$ cat src/rtl/mips_pkg.sv
// Shared definitions for the program loader: host commands, loader FSM
// states and the header word layout.
package mips_pkg;

  // Host command codes carried in the header's top two bits
  localparam logic [1:0] CMD_LOAD_I = 2'b00;
  localparam logic [1:0] CMD_LOAD_D = 2'b01;
  localparam logic [1:0] CMD_HALT   = 2'b10;
  localparam logic [1:0] CMD_START  = 2'b11;

  // Header layout: [31:30] cmd, [29:16] base word index, [15:0] word count
  localparam int HDR_CMD_LSB  = 30;
  localparam int HDR_BASE_LSB = 16;
  localparam int HDR_BASE_W   = 14;
  localparam int HDR_CNT_LSB  = 0;
  localparam int HDR_CNT_W    = 16;

  typedef enum logic [2:0] {
    LD_IDLE   = 3'd0,
    LD_I_DATA = 3'd1,
    LD_D_WORD = 3'd2,
    LD_D_BYTE = 3'd3,
    LD_RF_CLR = 3'd4
  } ld_state_e;

  function automatic logic [1:0] hdr_cmd(input logic [31:0] h);
    return h[HDR_CMD_LSB +: 2];
  endfunction

  function automatic logic [HDR_BASE_W-1:0] hdr_base(input logic [31:0] h);
    return h[HDR_BASE_LSB +: HDR_BASE_W];
  endfunction

  function automatic logic [HDR_CNT_W-1:0] hdr_cnt(input logic [31:0] h);
    return h[HDR_CNT_LSB +: HDR_CNT_W];
  endfunction

endpackage

$ cat src/rtl/ldr_byte_serializer.sv
// Splits a latched 32-bit word into four bytes, least significant first.
// idx is the index of the byte currently presented on byte_out; done pulses
// in the cycle the last byte is consumed.
module ldr_byte_serializer (
  input  logic        clk,
  input  logic        reset,
  input  logic        load,
  input  logic        step,
  input  logic [31:0] word,
  output logic [7:0]  byte_out,
  output logic [1:0]  idx,
  output logic        done
);

  logic [31:0] shreg;

  // Latch a new word, or shift right by one byte per step
  always_ff @(posedge clk or posedge reset) begin
    if (reset) begin
      shreg <= '0;
      idx   <= '0;
    end else if (load) begin
      shreg <= word;
      idx   <= '0;
    end else if (step) begin
      shreg <= {8'h00, shreg[31:8]};
      idx   <= idx + 2'd1;
    end
  end

  assign byte_out = shreg[7:0];
  assign done     = step && (idx == 2'd3);

endmodule

$ cat src/rtl/prog_loader.sv
// Stream-driven loader for the MIPS core's instruction/data memories.
// Handshake: a word moves from host to loader on every rising clk edge
// where in_valid && in_ready; in_ready does not depend on in_valid.
// All memory/regfile strobes are registered, so a write appears the cycle
// after the transfer or serializer step that produced it.
module prog_loader import mips_pkg::*; #(
  parameter int IMEM_WORDS = 64,
  parameter int DMEM_BYTES = 32,
  parameter int RF_REGS    = 32
) (
  input  logic                          clk,
  input  logic                          reset,
  input  logic                          in_valid,
  input  logic [31:0]                   in_data,
  output logic                          in_ready,
  output logic                          imem_we,
  output logic [$clog2(IMEM_WORDS)-1:0] imem_addr,
  output logic [31:0]                   imem_wdata,
  output logic                          dmem_we,
  output logic [$clog2(DMEM_BYTES)-1:0] dmem_addr,
  output logic [7:0]                    dmem_wdata,
  output logic                          rf_we,
  output logic [4:0]                    rf_waddr,
  output logic [31:0]                   rf_wdata,
  output logic                          cpu_run,
  output logic                          busy,
  output logic                          err,
  output ld_state_e                     dbg_state
);

  localparam int IA = $clog2(IMEM_WORDS);
  localparam int DA = $clog2(DMEM_BYTES);
  // Word address is wide enough that base + count never wraps back into range
  localparam logic [16:0] IMEM_LIM = 17'(IMEM_WORDS);
  localparam logic [18:0] DMEM_LIM = 19'(DMEM_BYTES);
  localparam logic [4:0]  RF_LAST  = 5'(RF_REGS - 1);

  ld_state_e   state, state_nxt;
  logic [16:0] addr;
  logic [15:0] remaining;
  logic [4:0]  rf_cnt;
  logic        xfer;
  logic        ser_load, ser_step, ser_done;
  logic [7:0]  ser_byte;
  logic [1:0]  ser_idx;
  logic [18:0] byte_addr;

  assign byte_addr = {addr, 2'b00} + {17'b0, ser_idx};
  assign busy      = (state != LD_IDLE);
  assign rf_wdata  = 32'h0;
  assign dbg_state = state;

  ldr_byte_serializer u_ser (
    .clk      (clk),
    .reset    (reset),
    .load     (ser_load),
    .step     (ser_step),
    .word     (in_data),
    .byte_out (ser_byte),
    .idx      (ser_idx),
    .done     (ser_done)
  );

  // State register
  always_ff @(posedge clk or posedge reset) begin
    if (reset) state <= LD_IDLE;
    else       state <= state_nxt;
  end

  // Next-state and handshake/serializer control
  always_comb begin
    state_nxt = state;
    in_ready  = 1'b0;
    ser_load  = 1'b0;
    ser_step  = 1'b0;
    case (state)
      LD_IDLE: begin
        in_ready = 1'b1;
        if (in_valid) begin
          case (hdr_cmd(in_data))
            CMD_LOAD_I: if (hdr_cnt(in_data) != '0) state_nxt = LD_I_DATA;
            CMD_LOAD_D: if (hdr_cnt(in_data) != '0) state_nxt = LD_D_WORD;
            CMD_START:  state_nxt = LD_RF_CLR;
            default:    state_nxt = LD_IDLE;
          endcase
        end
      end
      LD_I_DATA: begin
        in_ready = 1'b1;
        if (in_valid && remaining == 16'd1) state_nxt = LD_IDLE;
      end
      LD_D_WORD: begin
        in_ready = 1'b1;
        if (in_valid) begin
          ser_load  = 1'b1;
          state_nxt = LD_D_BYTE;
        end
      end
      LD_D_BYTE: begin
        ser_step = 1'b1;
        if (ser_done) state_nxt = (remaining == 16'd1) ? LD_IDLE : LD_D_WORD;
      end
      LD_RF_CLR: begin
        if (rf_cnt == RF_LAST) state_nxt = LD_IDLE;
      end
      default: state_nxt = LD_IDLE;
    endcase
    xfer = in_valid && in_ready;
  end

  // Counters, registered write strobes, run enable and sticky error
  always_ff @(posedge clk or posedge reset) begin
    if (reset) begin
      addr       <= '0;
      remaining  <= '0;
      rf_cnt     <= '0;
      imem_we    <= 1'b0;
      imem_addr  <= '0;
      imem_wdata <= '0;
      dmem_we    <= 1'b0;
      dmem_addr  <= '0;
      dmem_wdata <= '0;
      rf_we      <= 1'b0;
      rf_waddr   <= '0;
      cpu_run    <= 1'b0;
      err        <= 1'b0;
    end else begin
      imem_we <= 1'b0;
      dmem_we <= 1'b0;
      rf_we   <= 1'b0;
      case (state)
        LD_IDLE: begin
          if (xfer) begin
            case (hdr_cmd(in_data))
              CMD_LOAD_I, CMD_LOAD_D: begin
                cpu_run   <= 1'b0;
                addr      <= 17'(hdr_base(in_data));
                remaining <= hdr_cnt(in_data);
              end
              CMD_HALT:  cpu_run <= 1'b0;
              default:   rf_cnt  <= '0;
            endcase
          end
        end
        LD_I_DATA: begin
          if (xfer) begin
            if (addr < IMEM_LIM) begin
              imem_we    <= 1'b1;
              imem_addr  <= addr[IA-1:0];
              imem_wdata <= in_data;
            end else begin
              err <= 1'b1;
            end
            addr      <= addr + 17'd1;
            remaining <= remaining - 16'd1;
          end
        end
        LD_D_BYTE: begin
          if (byte_addr < DMEM_LIM) begin
            dmem_we    <= 1'b1;
            dmem_addr  <= byte_addr[DA-1:0];
            dmem_wdata <= ser_byte;
          end else begin
            err <= 1'b1;
          end
          if (ser_done) begin
            addr      <= addr + 17'd1;
            remaining <= remaining - 16'd1;
          end
        end
        LD_RF_CLR: begin
          rf_we    <= 1'b1;
          rf_waddr <= rf_cnt;
          rf_cnt   <= rf_cnt + 5'd1;
          if (rf_cnt == RF_LAST) cpu_run <= 1'b1;
        end
        default: ;
      endcase
    end
  end

endmodule

$ cat config.mk
export PLATFORM = sky130hd
export DESIGN_NAME = prog_loader
export DESIGN_NICKNAME = d
export VERILOG_FILES = /design/src/rtl/mips_pkg.sv /design/src/rtl/ldr_byte_serializer.sv /design/src/rtl/prog_loader.sv
export SDC_FILE = /design/constraint.sdc
export NUM_CORES = 1
export LEC_CHECK = 0
export ABC_CLOCK_PERIOD_IN_PS = 7700
export CELL_PAD_IN_SITES_DETAIL_PLACEMENT = 1
export CELL_PAD_IN_SITES_GLOBAL_PLACEMENT = 1
export CORE_MARGIN = 8
export CORE_UTILIZATION = 43
export CTS_BUF_LIST = sky130_fd_sc_hd__clkbuf_16
export CTS_CLUSTER_SIZE = 25
export DETAILED_ROUTE_END_ITERATION = 6
export PLACE_DENSITY_LB_ADDON = 0.1
export SYNTH_ARGS = -nofsm -noshare
export SYNTH_HDL_FRONTEND = slang
export SYNTH_SLANG_ARGS = --single-unit
export TNS_END_PERCENT = 20
$ cat constraint.sdc
create_clock -name clk -period 7.7 [get_ports clk]
set_input_delay 1.155 -clock clk [delete_from_list [all_inputs] [get_ports clk]]
set_output_delay 1.155 -clock clk [all_outputs]
set_load 0.03 [all_outputs]
==> impl_metrics.csv, run 1 <==
group,metric,value,unit
critical_path,critPathRequiredTime,7.99,ns
layout,diodes,0,
drt,wl_met1,8.34,mm
critical_path,arrival,3.61,ns
floorplanning,dieWidth,138,µm
floorplanning,dieArea,19000,µm²
drt,wl,19.4,mm
sta,rsz0062_at_grt,"false",
power_and_ir_drop,switching_power,1.05,mW
power_and_ir_drop,clkPwrFrac,29.2,%
global_routing,track_usage,21.0,%
sta,fmaxAchievable,302,MHz
critical_path,crit_fanout,22,
placement,portBuffers,100,
global_routing,grt_overflow,0,
clocking,cts-root-buf,"clkbuf_16",
global_routing,grt_first_pass_wirelength,30.7,mm
floorplanning,io_pins,133,
clocking,tritoncts,"yes",
floorplanning,core-area,14500,µm²
synth,synth_top_area_share,53.4,%
synth,netlist_instances,608,
synth,synth_top_family_by_area,"simple AND/OR/NAND/NOR gates",
drt,dr.max_layer_used,"met4",
layout,area_delta_synth_final,24.9,%
power_and_ir_drop,pwr-share-seq,39.8,%
sta,finClkSkew,0.00766,ns
sta,hold_violations,0,
synth,avgSynthCellArea,10.5,µm²
placement,dpl.hpwl,13.7,mm
critical_path,crit_path_start_kind,"input port",
sta,fin_tns_setup,0,ns
synth,ys_top_cells_by_area,"dfrtp_1, mux2_2, nand2_1",
floorplanning,initial_core_util,43.8,%
synth,yosysUniqueCellTypes,57,
clocking,numCtsBuffers,17,
sta,slew_violations,0,
sta,fin_crit,3.31,ns
power_and_ir_drop,vdd_drop_max,156,µV
power_and_ir_drop,powerDensity,345,nW/µm²
drt,first_pass_iters,4,
run,cap_violations,0,
floorplanning,die_h,138,µm
synth,async_reset_ff_share,100,%
min_path,min_path_type,"flip-flop to flip-flop",
clocking,holdBufCountCts,0,
drt,drcViolationCount,0,
synth,synth_top_cell_by_area,"dfrtp_1",
synth,synth_edf_count,0,
power_and_ir_drop,power_frac_comb,31.0,%
power_and_ir_drop,p_total,2.75,mW
drt,dr_wl_met3,1.08,mm
layout,drive_above_1_share,13.2,%
drt,ant_nets,0,
drt,vias,5079,
power_and_ir_drop,swShare,38.2,%
clocking,post_cts_resized,0,
sta,worst_slew_pin_slew,1.15,ns
synth,ys.flop_type,"dfrtp_1",
power_and_ir_drop,p_int,1.70,mW
synth,synth_fa_ha_area_share,1.18,%
clocking,cts_buffer_depth,2,
outcome,outcome,"finished, final reports clean",
sta,fin_crit_sh,43.0,%
global_routing,antenna_found_initial,0,
synth,ys_ff_latch,136,
synth,muxShareOfSynthArea,8.66,%
drt,vias_per_cell,5.68,
floorplanning,rows,44,
synth,yosys.area_share.xor_xnor,0.962,%
synth,synth_warnings,0,
critical_path,critPathKind,"input port to flip-flop",
drt,wl_per_cell,21.7,µm
synth,synth_compound_area_share,14.0,%
clocking,clk_pin_slew_worst_paths,0.06,ns
synth,syn_area,6370,µm²
clocking,cts_sinks,136,
power_and_ir_drop,cellLeakagePower,3.60,nW
sta,setup_viol,0,
layout,layout.nets,739,
clocking,post_cts_buffers,0,
drt,dr_wl_met2,9.76,mm
drt,first_iter_violations,280,
sta,slew_headroom,23.0,%
global_routing,grt_max_degree,53,
placement,gp_congestion,0.813,
critical_path,endpoint_kind,"flip-flop",
clocking,clk_latency,0.41,ns
synth,synth-simple-area-share,14.6,%
global_routing,grt_pass1_vias,5345,
synth,ys_seq_area_share,53.4,%
clocking,cts_max_level,4,
## layout make-up
| cell class | instances | area [µm²] |
|---|---|---|
| fillers | 1635 | 6580 |
| well taps | 184 | 230 |
| repair buffers | 108 | 1060 |
| clock inverters | 14 | 150 |
| inverters | 11 | 43.8 |
| flip-flops and latches | 136 | 3400 |
| multi-input cells | 424 | 2650 |
| clock buffers | 17 | 425 |
## worst paths after layout
check	from	end	slack (ns)	depth (start not counted)
hold reg to reg	u_ser.shreg[5]	u_ser.shreg[5]	0.48	2
setup reg to reg	dbg_state[2]	imem_wdata[19]	4.67	4
max in group asynchronous	reset	u_ser.shreg[26]	4.88	4
hold / removal	u_ser.shreg[5]	u_ser.shreg[5]	0.48	2
min in group asynchronous	reset	remaining[6]	1.14	2
setup / recovery	in_valid	imem_wdata[19]	4.39	5
## cell usage after synthesis, drive strengths merged (2+ instances only)
master     n
ha         6
a2bb2oi    5
nand3     12
xor2       2
o21bai     2
xnor2      5
dfrtp    136
nor2b      2
clkbuf    25
buf       43
a31oi      2
nor2      32
and3       6
a22oi     28
o22ai      6
a221o      2
inv       10
nand4      7
a311oi     2
nand2     91
o32ai      2
and2       2
nor3      16
o311ai     2
a221oi     2
nand2b     3
o21ai     28
a32oi      4
nor4      10
o21a       3
or2        3
or3        6
a21oi     23
a22o      12
mux2      49
or4        3
## cells in the final DEF (no fill, tap or decap), types with 6 or more instances in the layout
| cell | instances |
|---|---|
| nor2_1 | 31 |
| nor3_1 | 14 |
| nand3_1 | 12 |
| nand4_1 | 7 |
| ha_1 | 6 |
| buf_4 | 8 |
| nor4_1 | 10 |
| inv_1 | 9 |
| clkdlybuf4s50_1 | 100 |
| nand2_1 | 91 |
| or3_1 | 6 |
| clkbuf_16 | 17 |
| o21ai_0 | 27 |
| a21oi_1 | 23 |
| a22oi_1 | 28 |
| and3_1 | 6 |
| o22ai_1 | 6 |
| a22o_1 | 12 |
| dfrtp_1 | 136 |
| mux2_2 | 46 |
| conb_1 | 32 |
## logic make-up after synthesis
kind of cell	count (synthesis)
AO/OA/AOI/OAI	131
adder cells (fa/ha/maj)	6
flip-flops	136
other	1
buffers and inverters	79
AND/OR/NAND/NOR	199
XOR/XNOR	7
multiplexers	49
## through the flow
| stage | cell area [µm²] | util [%] | std cells | hold WS (ns) | setup WS (ns) |
|---|---|---|---|---|---|
| floorplan | 6490 | - | 639 | 0.440 | 2.91 |
| global placement | 7380 | 50.8 | 863 | 0.458 | 4.07 |
| detailed placement | 7380 | 50.8 | 863 | 0.463 | 3.99 |
| CTS | 7960 | 54.8 | 894 | 0.479 | 4.40 |
| global route | 7960 | 54.8 | 894 | 0.489 | 4.31 |
| finish | 7960 | 54.8 | 894 | 0.477 | 4.39 |
## power groups by stage
stage / combinational [mW] / clock (mW) / sequential [mW]
final: 0.852 / 0.801 / 1.09
after global routing: 0.941 / 0.842 / 1.12
after CTS: 0.856 / 0.813 / 1.09
after detailed placement: 0.846 / 0 / 1.10
after global placement: 0.810 / 0 / 1.09
after floorplan: 0.599 / 0 / 1.06
## worst max-delay path, stage by stage
cell and delay (ns):
clkdlybuf4s50_1 0.58, inv_1 0.17, or4_1 0.97, buf_4 0.41, mux2_2 0.31
## per-layer routing
layer	global-route usage, %	vias to the layer above
met1	26.4	2637
met3	5.32	15
li1	-	2296
met2	35.1	131
met4	6.15	0
met5	0	-
## registers in the layout (all words and copies together), names as in the netlist, 2 cells and up
register	flops
imem_wdata	32
u_ser.shreg	32
addr	17
remaining	16
dmem_wdata	8
imem_addr	6
dmem_addr	5
rf_cnt	5
rf_waddr	5
dbg_state	3
u_ser.idx	2
Note: power is estimated with default switching activity, not from simulation.
==> run 2: changes to the inputs <==
- ABC_CLOCK_PERIOD_IN_PS: 7700 -> 2700
- CORE_UTILIZATION: 43 -> 36
- clock period: 7.7 -> 2.7 ns (I/O delays scaled with it)
==> impl_metrics.csv, run 2 (synthesis results as in run 1) <==
group,metric,value,unit
outcome,outcome,"finished, final reports clean",
clocking,cts_sinks,136,
drt,wl_per_cell,20.5,µm
sta,slew_violations,0,
layout,instances_no_fill,959,
run,cap_violations,0,
layout,reg.largest.list,"imem_wdata: 32 flops, u_ser.shreg: 32 flops, addr: 17 flops",
drt,wl,19.7,mm
floorplanning,io_pins,133,
sta,setup_viol,0,
sta,finClkSkew,0.0114,ns
drt,ant_nets,0,
floorplanning,core-area,17300,µm²
clocking,cts-root-buf,"clkbuf_16",
sta,hold_violations,0,
placement,dpl.cell_count,926,
drt,drcViolationCount,0,
layout,layout.nets,761,
power_and_ir_drop,cellLeakagePower,3.76,nW
layout,nFillCells,1929,
global_routing,use_met1,23.0,%
sta,worst_slew_pin_slew,0.601,ns
layout,layout.cells.most_common_list,"dfrtp_1, clkdlybuf4s50_1, nand2_1",
clocking,cts_buffer_depth,2,
floorplanning,dieWidth,149,µm
clocking,clk_latency,0.41,ns
placement,gp_congestion,0.792,
critical_path,r2r_cells,5,
critical_path,critPathRequiredTime,2.30,ns
critical_path,arrival,2.16,ns
global_routing,antenna_found_initial,0,
clocking,holdBufCountCts,0,
layout,final_common_cell,"dfrtp_1",
power_and_ir_drop,powerDensity,986,nW/µm²
sta,fin_tns_setup,0,ns
clocking,tritoncts,"yes",
placement,dpl.hpwl,14.4,mm
global_routing,track_usage,18.3,%
layout,fin_util,47.8,%
min_path,min_path_type,"input port to asynchronous set/reset pin",
drt,vias,5072,
placement,portBuffers,100,
sta,fin_hold_ws,0.406,ns
global_routing,grt_pass1_vias,5414,
critical_path,endpoint_kind,"primary output",
floorplanning,dieArea,22200,µm²
global_routing,grt_first_pass_wirelength,31.7,mm
clocking,post_cts_buffers,0,
drt,first_iter_violations,278,
critical_path,critPathKind,"flip-flop to primary output",
critical_path,crit_fanout,13,
sta,rsz0062_at_grt,"false",
clocking,cts_max_level,4,
floorplanning,initial_core_util,36.8,%
global_routing,grt_overflow,0,
drt,first_pass_iters,5,
global_routing,grt_max_degree,68,
sta,slew_headroom,59.6,%
power_and_ir_drop,p_total,8.15,mW
floorplanning,die_h,149,µm
critical_path,crit_path_start_kind,"flip-flop",
floorplanning,rows,48,
layout,drive_above_1_share,16.0,%
global_routing,use_met3,5.25,%
drt,vias_per_cell,5.29,
sta,fin_crit,2.56,ns
clocking,post_cts_resized,0,
sta,fmaxAchievable,390,MHz
clocking,clk_pin_slew_worst_paths,0.06,ns
global_routing,grt-busiest-layer,"met2",
power_and_ir_drop,vdd_drop_max,512,µV
sta,fin_crit_sh,94.8,%
clocking,numCtsBuffers,17,
global_routing,use_met2,30.0,%
layout,area_delta_synth_final,29.8,%
-- run 2: cell types whose count changed in the layout (fill, tap and decap cells not counted) --
cell | before | now
buf_12 | 0 | 1
diode_2 | 0 | 1
inv_1 | 9 | 11
or4_1 | 3 | 2
or4_2 | 0 | 1
clkinv_4 | 1 | 4
bufinv_16 | 2 | 5
clkinvlp_4 | 5 | 1
buf_4 | 8 | 29
inv_6 | 4 | 3
clkinv_1 | 2 | 1
inv_4 | 1 | 0
-- run 2: where the power goes --
group          switching [mW]  internal, mW  total [mW]
Clock                   0.905          1.64        2.55
Sequential              0.539          2.57        3.11
Combinational            1.51         0.976        2.49
-- run 2: critical path, stage by stage, from the launching register on --
cell and delay, ns:
dfrtp_1 0.54, or3_1 0.55, clkdlybuf4s50_1 0.65
-- run 2: stage by stage --
stage	setup WS, ns	area (µm²)
floorplan	0.514	6490
global placement	0.156	7610
detailed placement	0.121	7610
CTS	0.125	8260
global route	0.0336	8260
finish	0.139	8270
-- run 2: final timing paths --
path	from	endpoint	slack [ns]
setup reg to reg	addr[13]	imem_wdata[0]	0.32
setup / recovery	dbg_state[0]	busy	0.14
min in group clk	u_ser.shreg[2]	u_ser.shreg[2]	0.47
max in group asynchronous	reset	u_ser.shreg[5]	1.50
hold / removal	reset	remaining[4]	0.41
hold reg to reg	u_ser.shreg[2]	u_ser.shreg[2]	0.47
-- run 2: cell type report --
cell class / count / area [µm²] / share of cell area, %
Antenna cell: 1 / 2.50 / 0.0303
Sequential cell: 136 / 3400 / 41.2
Tap cell: 225 / 282 / 3.41
Timing Repair Buffer: 130 / 1240 / 15.0
Clock buffer: 17 / 425 / 5.15
Clock inverter: 15 / 224 / 2.71
Inverter: 11 / 45.0 / 0.545
Multi-Input combinational cell: 424 / 2650 / 32.0
-- run 2: layer usage --
metal	wire [µm]	vias up
met4	230	0
met2	9670	124
met5	0	-
met3	986	10
met1	8800	2600
li1	-	2338
==> run 3: changes to the inputs <==
- CTS_CLUSTER_SIZE: 25 -> 12
==> results of run 3 <==
No change in the layout: final DEF, timing and power equal those of run 2.
